File: config.mk
export PLATFORM = sky130hd
export DESIGN_NAME = lfgm_row_eval
export DESIGN_NICKNAME = d
export VERILOG_FILES = /design/src/rtl/lfgm_row_eval.sv
export SDC_FILE = /design/constraint.sdc
export NUM_CORES = 2
export LEC_CHECK = 0
export CORE_MARGIN = 4
export CORE_UTILIZATION = 23
export CTS_BUF_LIST = sky130_fd_sc_hd__clkbuf_4
export CTS_CLUSTER_DIAMETER = 200
export DETAILED_ROUTE_END_ITERATION = 6
export GPL_ROUTABILITY_DRIVEN = 0
export PLACE_DENSITY_LB_ADDON = 0.05
export SYNTH_ARGS = -nofsm -noshare
export SYNTH_HDL_FRONTEND = slang
export SYNTH_SLANG_ARGS = --single-unit
File: constraint.sdc
create_clock -name clk -period 20.6 [get_ports clk]
set_clock_uncertainty 0.05 [all_clocks]
set_input_delay 4.12 -clock clk [delete_from_list [all_inputs] [get_ports clk]]
set_output_delay 4.12 -clock clk [all_outputs]
set_load 0.005 [all_outputs]
File: src/rtl/lfgm_row_eval.sv
// lfgm_row_eval: row-evaluation datapath for the life-game engine.
// Keeps a three-row sliding window of RAM read data and counts the eight
// neighbours of every column in parallel, one direction per cycle. It then
// presents the next-generation row, or a wall row, on the RAM write bus.
//
// Ports:
//   clk, rst   clock; synchronous active-high reset
//   state_cnt  controller state code (0..17 legal, 18..31 hold everything)
//   rd_en      RAM read strobe; rd_data is valid one cycle later
//   wr_en      RAM write strobe (state 16)
//   adr        RAM address driven by the controller
//   wcf        1 = cell row, 0 = wall row
//   rgen_en    regenerate request (used only when LFSR_RGEN_EN is defined)
//   rd_data    RAM read data
//   wr_data    next-generation row, registered in state 15
//   gen_done   combinational pulse on the last write of a generation (adr 61)
//
// Optional feature: define LFSR_RGEN_EN to build an 80-bit LFSR that
// supplies pseudo-random rows when regeneration is requested.

module lfgm_row_eval #(
  parameter int unsigned COLS = 80
) (
  input  logic            clk,
  input  logic            rst,
  input  logic [4:0]      state_cnt,
  input  logic            rd_en,
  input  logic            wr_en,
  input  logic [5:0]      adr,
  input  logic            wcf,
  input  logic            rgen_en,
  input  logic [COLS-1:0] rd_data,
  output logic [COLS-1:0] wr_data,
  output logic            gen_done
);

  localparam int unsigned ST_W    = 5;
  localparam int unsigned CNT_W   = 4;
  localparam int unsigned ADR_W   = 6;
  localparam logic [ST_W-1:0] ST_CLR  = ST_W'(5);
  localparam logic [ST_W-1:0] ST_ACC0 = ST_W'(6);
  localparam logic [ST_W-1:0] ST_ACC7 = ST_W'(13);
  localparam logic [ST_W-1:0] ST_EVAL = ST_W'(14);
  localparam logic [ST_W-1:0] ST_LOAD = ST_W'(15);
  localparam logic [ST_W-1:0] ST_MAX  = ST_W'(17);
  localparam logic [ADR_W-1:0] LAST_ADR = ADR_W'(61);
  // Columns 0 and COLS-1 are walls and always written as 0.
  localparam logic [COLS-1:0] INNER_MASK = {1'b0, {(COLS-2){1'b1}}, 1'b0};

  logic                  rd_vld;
  logic [COLS-1:0]       top, mid, bot;
  logic [CNT_W-1:0]      cnt [COLS];
  logic [COLS-1:0]       nxt;
  logic [COLS-1:0]       nb_c;
  logic [COLS-1:0]       nxt_c;
  logic [COLS-1:0]       row_src_c;
  logic                  st_known_c;
  logic                  st_acc_c;

  assign st_known_c = (state_cnt <= ST_MAX);
  assign st_acc_c   = (state_cnt >= ST_ACC0) && (state_cnt <= ST_ACC7);

  // Read-data window; unknown state codes freeze it along with the read delay.
  always_ff @(posedge clk) begin
    if (rst) begin
      rd_vld <= 1'b0;
      top    <= '0;
      mid    <= '0;
      bot    <= '0;
    end else if (st_known_c) begin
      rd_vld <= rd_en;
      if (rd_vld) begin
        top <= mid;
        mid <= bot;
        bot <= rd_data;
      end
    end
  end

  // Neighbour bit for the current direction: "left" is c+1, "right" is c-1,
  // with out-of-range indices reading as 0.
  always_comb begin
    nb_c = '0;
    case (state_cnt)
      ST_W'(6):  nb_c = {1'b0, top[COLS-1:1]};
      ST_W'(7):  nb_c = top;
      ST_W'(8):  nb_c = {top[COLS-2:0], 1'b0};
      ST_W'(9):  nb_c = {1'b0, mid[COLS-1:1]};
      ST_W'(10): nb_c = {mid[COLS-2:0], 1'b0};
      ST_W'(11): nb_c = {1'b0, bot[COLS-1:1]};
      ST_W'(12): nb_c = bot;
      ST_W'(13): nb_c = {bot[COLS-2:0], 1'b0};
      default:   nb_c = '0;
    endcase
  end

  // Per-column neighbour counters (max 8, fits in 4 bits).
  always_ff @(posedge clk) begin
    if (rst) begin
      for (int c = 0; c < COLS; c++) cnt[c] <= '0;
    end else if (state_cnt == ST_CLR) begin
      for (int c = 0; c < COLS; c++) cnt[c] <= '0;
    end else if (st_acc_c) begin
      for (int c = 0; c < COLS; c++) cnt[c] <= cnt[c] + CNT_W'(nb_c[c]);
    end
  end

  // Life rule: birth on 3, survival on 2 or 3.
  always_comb begin
    nxt_c = '0;
    for (int c = 0; c < COLS; c++) begin
      nxt_c[c] = (cnt[c] == CNT_W'(3)) | (mid[c] & (cnt[c] == CNT_W'(2)));
    end
    nxt_c = nxt_c & INNER_MASK;
  end

  always_ff @(posedge clk) begin
    if (rst) begin
      nxt <= '0;
    end else if (state_cnt == ST_EVAL) begin
      nxt <= nxt_c;
    end
  end

`ifdef LFSR_RGEN_EN
  localparam int unsigned LFSR_W = 80;
  logic [LFSR_W-1:0] lfsr;
  logic              lfsr_fb_c;

  // Fibonacci taps 80,79,43,42 (1-based).
  assign lfsr_fb_c = lfsr[79] ^ lfsr[78] ^ lfsr[42] ^ lfsr[41];

  always_ff @(posedge clk) begin
    if (rst) begin
      lfsr <= LFSR_W'(1);
    end else if (st_acc_c) begin
      lfsr <= {lfsr[LFSR_W-2:0], lfsr_fb_c};
    end
  end

  assign row_src_c = rgen_en ? lfsr[COLS-1:0] : nxt;
`else
  logic unused_rgen_en;
  assign unused_rgen_en = rgen_en;
  assign row_src_c      = nxt;
`endif

  // Write-data register: loaded in state 15, held through the write.
  always_ff @(posedge clk) begin
    if (rst) begin
      wr_data <= '0;
    end else if (state_cnt == ST_LOAD) begin
      wr_data <= wcf ? (row_src_c & INNER_MASK) : '0;
    end
  end

  assign gen_done = wr_en & (adr == LAST_ADR);

endmodule

# After elaboration in Yosys (flattened, before gate mapping)
# Memory sizes are Yosys's and may differ from the RTL's.
# Index checks and enable logic that the tools add are counted.
# W data, S select, Z words.
[word_totals]
ram_bits = 320
in_bits = 97
mem_count = 1
wordCells = 748
out_inout_bits = 81
ff_bits = 399
[memory_table]
columns = ["name", "depth", "word_bits", "read_ports", "rd_clocked_by_memory_dff", "wr", "line", "rtl"]
rows = [
  ["cnt", 80, 4, 80, 0, 80, "52", "logic [CNT_W-1:0] cnt [COLS];"],
]
[op_classes]
eq_ne = 168
add_sub_neg = 80
mux = 171
order_cmp = 3
bitwise = 317
reduce_logical = 2
[ops]
columns = ["cell", "count"]
rows = [
  ["$mux W4", 160],
  ["$pmux W80 S8", 1],
  ["$eq A4 B2 Y1 const B", 156],
  ["$add A4 B1 Y4", 80],
  ["$or A1 B1 Y1", 238],
  ["$and A1 B1 Y1", 79],
  ["$mux W79", 1],
  ["$eq A5 B4 Y1 const B", 8],
  ["$eq A5 B3 Y1 const B", 3],
  ["$mux W1", 9],
  ["$eq A6 B6 Y1 const B", 1],
  ["$ge A5 B3 Y1 const B", 1],
  ["$le A5 B4 Y1 const B", 1],
  ["$le A5 B5 Y1 const B", 1],
  ["$reduce_and A2 Y1", 1],
  ["$logic_and A1 B1 Y1", 1],
]

# Depth between registers and ports, before layout
[depth]
word_depth = 7
mapped_depth = 12
depth_no_buf = 8

# Least setup slack after synthesis
# No wires, ideal clock.
[synth_timing]
path_type = "input-to-reg"
startpoint = "input port state_cnt[1]"
endpoint = "memory cnt[25][0] (netlist: cnt[0][100]) (enable)"
t_required_ns = 19.509
path_buffers = 3
path_slack_ns = 0.430
cell_stages = 6
arrival_ns = 19.078
setup_time_ns = 1.041
cell_sequence = "buf_2 buf_2 buf_2 o21ai_0 o21a_1 o21bai_1"
[synth_lines]
columns = ["element", "line", "rtl"]
rows = [
  ["start: declaration", "26", "input logic [4:0] state_cnt,"],
  ["end: declaration", "52", ""],
]

# Worst setup path after layout
[layout_timing]
startpoint = "input port wr_en"
endpoint = "output port gen_done"
[layout_via]
elab_chain_cells = 1
[layout_lines]
columns = ["element", "line", "rtl"]
rows = [
  ["start: declaration", "28", "input logic wr_en,"],
  ["$and A1 B1 Y1", "157", "assign gen_done = wr_en & (adr == LAST_ADR);"],
  ["end: declaration", "34", "output logic gen_done"],
]
# Every way passes these cells.

==> flow_summary.ini <==
[worst_setup_path]
r2r-start = rd_vld$_SDFFE_PP0N_
path_common_cell = clkdlybuf4s50_1
worstPathMaxFanout = 1
max_stage_delay_ns = 0.52
ff2ff_setup_slack_ns = 17.94
slowest_stage = clkdlybuf4s50_1
crit_chain = clkdlybuf4s50_1 > nand4_1 > nor3_1 > clkdlybuf4s50_1
cp-endpoint = gen_done
crit_start = wr_en
setup.worst_path.class = in2out
r2r-end = mid[1]$_SDFFE_PP0P_
arrival_ns = 5.35
crit_required_ns = 16.43
reg2regPathDepth = 5
cp-start-kind = primary input
cp-end-kind = output pin

[clocking]
cts_buffers = 216
cts_buffer_depth = 3
clk-insertion-delay-late_ns = 1.17
clkTransAtPathRegs_ns = 0.05
cts_setup_buffers = 0
cts_max_level = 4
ctsResizeCount = 0
root_buffer = clkbuf_4
cts_tree = yes
clock_sinks = 709
cts_hold_buffers = 0

[finish]
nFillCells = 15500
nets = 3944
regArea_um2 = 17300
multiInputGateArea_um2 = 15200
area_growth_pct = 19.2
stdcell_area_um2 = 39900
drive_gt1_frac = 0.111

[die]
row_count = 139
coreArea_um2 = 144000
ioPinCount = 178
dieHeight_um = 389
die_x_um = 389
initial_core_util = 0.232
die_area_um2 = 152000

[logic_synthesis]
yosysMostFrequentCell = nand2_1
seq_area_frac_synth = 0.517
synth_commonest_cells = 787 x nand2_1, 470 x a21oi_1, 397 x dfxtp_1, 312 x edfxtp_1, 239 x nor2_1
synth_area_um2 = 33500
async_flop_share = 0
netlist.area_leader.share = 0.280
ys_seq_elements = 709
yosys-top-cells-area = edfxtp_1 28%, dfxtp_1 24%, nand2_1 8.8%
ys_warn_count = 0
syn_inst = 3513
synth_edf_count = 312
ys_types = 44
synth.avg_cell_area_um2 = 9.53
synth_ff_type = dfxtp_1
yosys.area.top_type = edfxtp_1

[global_route]
grt-ovfl-total = 0
grt_max_degree = 171
grt_pass1_wl_um = 176000
grt.total_usage = 0.150
antenna_found_initial = 5
grt_pass1_vias = 27500

[sta]
timing.final.crit_share = 0.462
fmax_mhz = 105
rsz0062_at_grt = no
finalHoldViolations = 0
tightest_slew_ns = 1.26
layout_min_cycle_time_ns = 9.52
slew_headroom = 0.159
tns_ns = 0
setup_violations = 0
drv_slew = 0

[detailed_routing]
via_per_inst = 4.61
drc = 0
wirelength_um = 114000
vias = 26700
wl_per_cell_um = 19.8
postRouteAntennaNets = 0
drt_iter0_markers = 1478
dr.pass1.iters = 5

[outcome]
status = finished, final reports clean

[placement]
dp_hpwl_um = 67100
io_buffer_count = 174
place_area_um2 = 37000

[pwr]
combPwrFrac = 0.056
clkPwrFrac = 0.458
cellPowerDensity_nw_per_um2 = 80.7
seq_power_share = 0.485
p_int_uw = 2370
p_switching_uw = 847
p_leak_uw = 0.0143
ir_drop_uv = 44.2
swShare = 0.263

[flow_run]
cap_violations = 0

[worst_hold_path]
hold_class = reg2reg
[stage by stage]
step,power [uW],utilization,cells,hold WS [ns],setup WS [ns]
CTS,3310,0.277,5779,0.399,11.06
detailed placement,1780,0.257,5376,0.395,11.06
global placement,1780,0.257,5376,0.392,11.07
global route,3410,0.277,5782,0.413,10.98
floorplan,1710,-,3514,0.386,0.430
finish,3220,0.277,5783,0.399,11.08
[layout make-up]
class                           instances  area share
Clock buffer                          353      0.0664
Sequential cell                       709       0.434
Antenna cell                            4    0.000251
Tap cell                             1903      0.0597
Multi-Input combinational cell       2549       0.380
Timing Repair Buffer                  215      0.0524
Clock inverter                         50     0.00724
[layer usage]
| metal | vias up | global-route usage | wire length (um) |
|---|---|---|---|
| met5 | - | 0 | 0 |
| met4 | 0 | 0.0462 | 2250 |
| met3 | 181 | 0.0321 | 5150 |
| met2 | 578 | 0.219 | 47900 |
| met1 | 12900 | 0.219 | 59100 |
| li1 | 13000 | - | - |
[power groups by stage]
stage / sequential [uW] / clock [uW] / combinational [uW]
6_report: 1560 / 1480 / 181
5_1_grt: 1570 / 1640 / 203
4_1_cts: 1560 / 1560 / 187
3_5_place_dp: 1590 / 0 / 186
3_3_place_gp: 1590 / 0 / 188
2_1_floorplan: 1600 / 0 / 109
[worst min path at each step]
stage / cells after the start / to / slack (ns) / from
finish: 2 / wr_data[42]$_SDFFE_PP0N_ / 0.40 / wr_data[42]$_SDFFE_PP0N_
global placement: 2 / wr_data[51]$_SDFFE_PP0N_ / 0.39 / wr_data[51]$_SDFFE_PP0N_
global route: 2 / top[0]$_SDFFE_PP0P_ / 0.41 / mid[0]$_SDFFE_PP0P_
floorplan: 2 / top[0]$_SDFFE_PP0P_ / 0.39 / top[0]$_SDFFE_PP0P_
CTS: 2 / top[0]$_SDFFE_PP0P_ / 0.40 / mid[0]$_SDFFE_PP0P_
detailed placement: 2 / wr_data[68]$_SDFFE_PP0N_ / 0.40 / wr_data[68]$_SDFFE_PP0N_
[kinds of logic (layout without fill, tap and decap cells)]
family / count (synthesis) / in the layout / synth area share
flops: 709 / 709 / 0.517
mux: 80 / 80 / 0.0239
xor+xnor: 156 / 156 / 0.0408
fa+ha+maj: 156 / 156 / 0.0583
simple gates: 1361 / 1361 / 0.173
buf+inv: 256 / 618 / 0.0325
compound gates: 794 / 794 / 0.154
other cells: 1 / 6 / 0.000112
[sequential cells by signal, summed over array words and instances (netlist names)]
name	cells
top	80
rd_vld	1
bot	80
nxt	78
cnt	312
mid	80
wr_data	78
[layout by cell type (no fill, tap or decap), drive strengths merged, types with 3 or more instances in the layout]
cell and count:
nand2 788, edfxtp 312, a2111o 72, clkbuf 353
nor3 4, nor2 240, a22oi 9, and2 158
o22ai 73, a22o 76, o2111ai 78, xnor2 78
clkdlybuf4s50 171, ha 156, buf 44, nand3 159
dfxtp 397, clkinv 40, clkinvlp 5, o211ai 3
xor2 78, inv 3, mux2i 80, a21oi 470
diode 4, nand3b 4
[worst max-delay path, delay by kind of cell]
kind / cells / cell delay (ns)
buffers and inverters: 2 / 0.97
and+or+nand+nor: 2 / 0.26
Power figures use the tool's default switching activity.
